[src/rtl/handshake_master_tx.sv]
// Transmit side of the valid/ready byte handshake: producer FIFO feeding a registered output stage.
// Optional stall watchdog (stall_err port) is built only when HS_TIMEOUT_EN is defined.
module handshake_master_tx #(
  parameter int DATA_W  = 8,
  parameter int DEPTH   = 4,
  parameter int TIMEOUT = 16
) (
  input  logic                       clk,
  input  logic                       rst,
  input  logic                       wr_en,
  input  logic [DATA_W-1:0]          wr_data,
  output logic                       full,
  output logic                       ovf_err,
  output logic                       valid,
  output logic [DATA_W-1:0]          data_out,
  input  logic                       ready,
`ifdef HS_TIMEOUT_EN
  output logic [$clog2(DEPTH):0]     level,
  output logic                       stall_err
`else
  output logic [$clog2(DEPTH):0]     level
`endif
);

  localparam int PTR_W = $clog2(DEPTH);
  localparam int LVL_W = PTR_W + 1;

  typedef enum logic {IDLE, SEND} state_t;

  state_t             state, state_nxt;
  logic [DATA_W-1:0]  mem [DEPTH];
  logic [PTR_W-1:0]   wr_ptr, rd_ptr;
  logic [LVL_W-1:0]   level_q;
  logic               push, pop;

  assign level = level_q;
  assign full  = (level_q == LVL_W'(DEPTH));
  assign push  = wr_en && !full;
  assign valid = (state == SEND);

  // Pops only read entries committed on an earlier edge, so a fresh push never falls through.
  always_comb begin
    state_nxt = state;
    pop       = 1'b0;
    case (state)
      IDLE: begin
        if (level_q != '0) begin
          pop       = 1'b1;
          state_nxt = SEND;
        end
      end
      SEND: begin
        if (ready) begin
          if (level_q != '0) pop = 1'b1;
          else               state_nxt = IDLE;
        end
      end
      default: state_nxt = IDLE;
    endcase
  end

  always_ff @(posedge clk) begin
    if (push) mem[wr_ptr] <= wr_data;
  end

  always_ff @(posedge clk) begin
    if (!rst) begin
      state    <= IDLE;
      wr_ptr   <= '0;
      rd_ptr   <= '0;
      level_q  <= '0;
      ovf_err  <= 1'b0;
      data_out <= '0;
    end else begin
      state <= state_nxt;
      if (push) wr_ptr <= wr_ptr + PTR_W'(1);
      if (pop) begin
        rd_ptr   <= rd_ptr + PTR_W'(1);
        data_out <= mem[rd_ptr];
      end
      case ({push, pop})
        2'b10:   level_q <= level_q + LVL_W'(1);
        2'b01:   level_q <= level_q - LVL_W'(1);
        default: level_q <= level_q;
      endcase
      // A push against a full FIFO is lost even if a pop frees a slot this same edge.
      if (wr_en && full) ovf_err <= 1'b1;
    end
  end

`ifdef HS_TIMEOUT_EN
  localparam int CNT_W = $clog2(TIMEOUT + 1);

  logic [CNT_W-1:0] stall_cnt;

  always_ff @(posedge clk) begin
    if (!rst) begin
      stall_cnt <= '0;
      stall_err <= 1'b0;
    end else if (valid && !ready) begin
      if (stall_cnt != CNT_W'(TIMEOUT)) stall_cnt <= stall_cnt + CNT_W'(1);
      if (stall_cnt >= CNT_W'(TIMEOUT - 1)) stall_err <= 1'b1;
    end else begin
      stall_cnt <= '0;
    end
  end
`endif

endmodule

[config.mk]
export PLATFORM = sky130hd
export DESIGN_NAME = handshake_master_tx
export DESIGN_NICKNAME = d
export VERILOG_FILES = /design/src/rtl/handshake_master_tx.sv
export SDC_FILE = /design/constraint.sdc
export NUM_CORES = 1
export LEC_CHECK = 0
export BUFFER_PORTS_ARGS = -buffer_cell sky130_fd_sc_hd__buf_4
export CAP_MARGIN = 20
export CORE_MARGIN = 8
export CORE_UTILIZATION = 45
export DETAILED_ROUTE_END_ITERATION = 8
export HOLD_SLACK_MARGIN = 0.1
export PLACE_DENSITY = 0.67
export SETUP_SLACK_MARGIN = 0.1
export SLEW_MARGIN = 20
export SYNTH_ARGS = -nofsm -noshare
export SYNTH_HDL_FRONTEND = slang
export SYNTH_SLANG_ARGS = --single-unit
[constraint.sdc]
create_clock -name clk -period 2.23 [get_ports clk]
set_clock_uncertainty 0.1 [all_clocks]
set_input_delay 0.446 -clock clk [delete_from_list [all_inputs] [get_ports clk]]
set_output_delay 0.446 -clock clk [all_outputs]
set_load 0.02 [all_outputs]
After elaboration in Yosys (flattened, before gate mapping)
Memories as Yosys holds them, arrays and structs flattened. A register that Yosys moved wholly into a read port is not among the register bits.
Cells that the tools add are included.
Widths: inputs -> output; s select.
Operators by class
  add/sub/neg operators: 4
  equality and inequality tests: 3
  reduce and logical (&&, ||, !) cells: 6
  bitwise logic cells: 1
  multiplexer cells: 8
Operators by type and width (number)
  $pmux 3 s2: 1
  $mux 1: 5
  $add 2x1->2 const B: 2
  $pmux 1 s2: 2
  $add 3x1->3 const B: 1
  $eq 3x3->1 const B: 1
  $reduce_bool 3->1: 1
  $sub 3x1->3 const B: 1
  $eq 2x1->1 const B: 1
  $eq 2x2->1 const B: 1
  $logic_and 1x1->1: 2
  $logic_not 1->1: 2
  $reduce_bool 2->1: 1
  $not 1->1: 1
Word-level totals
  bits of input ports: 12
  word-level logic and storage cells: 28
  output and inout bits: 14
  RAM bits: 32
  memories kept: 1
  bits in registers: 9
Memory list
  mem: depth 4, width 8, read ports 1, clocked after Yosys merged registers in 1, wr ports 1, line 31  | logic [DATA_W-1:0] mem [DEPTH];

Depth between registers and ports, before layout
  word-level depth: 6
  depth in mapped cells: 11
  depth with buffers taken out: 10

Least setup slack after synthesis
OpenSTA, ideal clock, no wires.
  path type: flip-flop to flip-flop
  start point: register level_q[2], in the netlist level[2]
  end point: register level_q[2], in the netlist level[2]
  stages on the path, launching flop included: 12
  required time: 2060 ps
  buffers on the path: 1
  setup slack: -285 ps
  data arrival time: 2345 ps
  clock period less this slack: 2515 ps
  setup time: 70 ps
  cells stage by stage: dfxtp_1 or3b_1 buf_2 inv_2 nor2_1 inv_1 ha_1 inv_1 fa_1 xor2_1 or3_1 a21oi_1
On the way
  elaborated cells between the ends (all ways): 13
  those cells by class: add/sub: 2; eq/ne: 3; mux: 4; reduce/logical: 4
RTL lines
  from (decl): line 33  | logic [LVL_W-1:0] level_q;
  from (signal assigned): line 82  | 2'b10: level_q <= level_q + LVL_W'(1);
  from (signal assigned): line 83  | 2'b01: level_q <= level_q - LVL_W'(1);
  from (signal assigned): line 84  | default: level_q <= level_q;
  $eq 3x3->1 *: line 37  | assign full = (level_q == LVL_W'(DEPTH));
  named net full: line 12  | output logic full,
  $logic_not 1->1 *: line 38  | assign push = wr_en && !full;
  $logic_and 1x1->1 *: line 38
  $eq 2x1->1 or $eq 2x2->1 (tied branches): line 81  | case ({push, pop})
  $pmux 3 s2 or $reduce_bool 2->1 (tied branches)
Mark *: on every way through the listed nets, which the timed path passes. The rest lies on a longest branch.
A chain may end at the register's enable or synchronous reset.

Final worst setup path
  start point: register level_q[0], in the netlist level[0]
  end point: register level_q[2], in the netlist level[2]
On the way
  cells in the longest elaborated chain, start to end: 6
  elaborated cells between the ends (all ways): 13
  those cells by class: add/sub: 2; eq/ne: 3; mux: 4; reduce/logical: 4
RTL lines
  $reduce_bool 3->1: line 47, 54
  $mux 1: line 47, 54
  $mux 1: line 53  | if (ready) begin
  $pmux 1 s2: line 45  | case (state)
  $eq 2x1->1 or $eq 2x2->1 (tied branches): line 81
  $pmux 3 s2 or $reduce_bool 2->1 (tied branches)
Parallel ways exist; a longest one is shown, timed or not.

==> out/qor.csv <==
metric;value;unit
worst_r2r_endpoint;level[2];
synth_ff_type;edfxtp_1;
pre_cts_slack;-0.0355;ns
cp_max_fo;2;
holdPathEnd;mem[1][1];
synth.distinct_cells;27;
drtPass1Iterations;4;
synth_area;1960;µm²
hold_viol_final;0;
end_kind;register;
p_per_area;1210;nW/µm²
synth-simple-area-share;0.0784;
ys_seq_area_frac;0.663;
fmax;0.451;GHz
stdcell_count;220;
ant_nets;0;
htree_levels;2;
r2r-start;level[0];
synthAdderAreaFrac;0.0421;
drc;0;
yosysWarnings;0;
cts-root-buf;clkbuf_8;
grt.busiest_layer;met2;
grt_pass1_vias;1192;
hp-start;wr_data[1];
vdd_drop_max;678;µV
cts_made_buffers;5;
most-common-layout-cells;buf_4, edfxtp_1, dfxtp_1;
synth_seq_cells;49;
antennaDiodeCount;0;
syn2layout_area_growth;21.7;%
holdPathStages;1;
synthMuxAreaShare;0.107;
fin_util;0.560;
start_util;0.460;
port_buffers;25;
p_leak;0.910;nW
path_cells;or3b_4 > inv_8 > nor2_2 > inv_1 > ha_2 > inv_2 > fa_2 > xor2_1 > or3_1 > a21oi_2;
grt_setup_unrepaired;true;
clockBufferDepth;2;
grtUsageMet2;0.197;
wirelength;3610;µm
synthArstFlopShare;0;
final-setup-viol-count;0;
fin_crit;2.22;ns
synth_top_family_by_area;multiplexers;
cts_tree;built;
antenna_found_initial;0;
ctsHoldBuffers;0;
die_area;6730;µm²
drv_slew;0;
worst_ep_arrival_time;2.35;ns
crit_family;simple AND/OR/NAND/NOR gates;
mostFrequentLayoutCell;buf_4;
die_y;82.1;µm
max_cap_violations;0;
crit_type;register to register;
wl_per_cell;16.4;µm
crit_slowest_cell;or3b_4;
outcome;finished, final reports clean;
nets;185;
fill_cells;355;
vias_per_cell;5.29;
via_count;1163;
die_w;82.1;µm
grt_pass1_wl;5780;µm
hpwlAfterDp;2580;µm
core_area;4260;µm²
critPathLaunchType;register;
cts_sinks;49;
syn_inst;128;
drive_above_1_share;0.345;
critPathMaxStageDelay;0.43;ns
grt_max_degree;15;
synth_fp_nets;146;
p_total;2.88;mW
synth_edf_count;32;
gp_congestion;0.663;
clkLatencyLatePin;0.30;ns
reg2reg_depth;10;
syn_area_per_cell;15.3;µm²
worst_slack;0.0129;ns
track_usage;0.117;
hp-class;primary input to register;
tightest_slew;0.613;ns
ioPinCount;26;
critical_path_buf_inv_count;3;
grtUsageMet3;0.0416;
path_clk_slew;0.09;ns
num_rows;24;
timing.hold.ws;0.246;ns
period_share;0.994;
worst_ep_required_time;2.36;ns
use_met1;0.132;
place_inst;210;
slew_headroom;0.591;
r2r_setup_slack;0.01;ns
grt_overflow_total;0;
synth_compound_area_frac;0.0676;
initialDrtViolationCount;131;
synthXorXnorAreaFrac;0.00892;
[worst register-to-register path: stages (launching register included)]
cell     delay (ns)
dfxtp_4        0.35
or3b_4         0.43
inv_8          0.07
nor2_2         0.03
inv_1          0.05
ha_2           0.18
inv_2          0.04
fa_2           0.33
xor2_1         0.15
or3_1          0.33
a21oi_2        0.11
[logic make-up after synthesis]
group / Yosys count
muxes: 8
DFF: 49
buffers and inverters: 14
and+or+nand+nor: 29
AOI/OAI and AO/OA: 20
adders and majority gates: 6
xor gates and xnor gates: 2
[how the worst max path moves through the flow]
stage | end | startpoint | depth (start not counted) | slack (ns)
floorplan | level[2] | level[0] | 11 | -0.06
global placement | level[2] | level[0] | 10 | 0.03
detailed placement | level[2] | level[0] | 10 | -0.04
CTS | level[2] | level[1] | 10 | 0.01
global route | level[2] | level[0] | 10 | -0.07
finish | level[2] | level[0] | 10 | 0.01
[registers in the layout, summed over array words and instances, names as in the netlist]
register,count
level,3
data_out,8
valid,1
rd_ptr,2
mem,32
wr_ptr,2
ovf_err,1
[metal layers]
layer  wire (µm)  vias up
met4          57        0
met2        1890       23
li1            -      559
met3         195        6
met1        1470      575
met5           0        -
[synth_stat cells, types with 2 or more instances]
master     instances  area share
edfxtp_1          32        0.49
dfxtp_1           17        0.17
mux4_1             8        0.11
nand2_1            8       0.015
o2bb2ai_1          8       0.036
a21oi_1            7       0.018
inv_1              7       0.013
nor2_1             7       0.013
ha_1               5       0.032
and3_1             4       0.013
buf_2              2      0.0051
inv_2              2      0.0038
nand3_1            2      0.0051
nor2b_1            2      0.0064
nor3_2             2       0.010
o21ai_0            2      0.0051
o21ai_1            2      0.0051
xor2_1             2      0.0089
[final cells by class]
cell class	instances	area, µm²	area share
inverters	10	47.5	0.0199
well taps	52	65.1	0.0272
clock inverters	2	10.0	0.00419
repair buffers	36	270	0.113
flip-flops and latches	49	1310	0.550
clock buffers	6	72.6	0.0304
multi-input cells	65	611	0.256
[stage by stage]
step / cell area (µm²) / TNS [ns]
6_report: 2390 / 0
5_1_grt: 2390 / -0.0684
4_1_cts: 2370 / 0
3_5_place_dp: 2280 / -0.0355
3_3_place_gp: 2280 / 0
2_1_floorplan: 1990 / -0.0632
[power by group]
| group | internal (mW) | switching, mW |
|---|---|---|
| Clock | 0.218 | 0.276 |
| Sequential | 1.15 | 0.121 |
| Combinational | 0.551 | 0.563 |
[timing repair]
item                                    4_1_cts  5_1_grt
resized for setup                             1        2
pin swaps                                     1        1
endpoints found under the setup margin        2        2
buffers inserted                              1        1
Note: power is estimated with default switching activity, not from simulation.
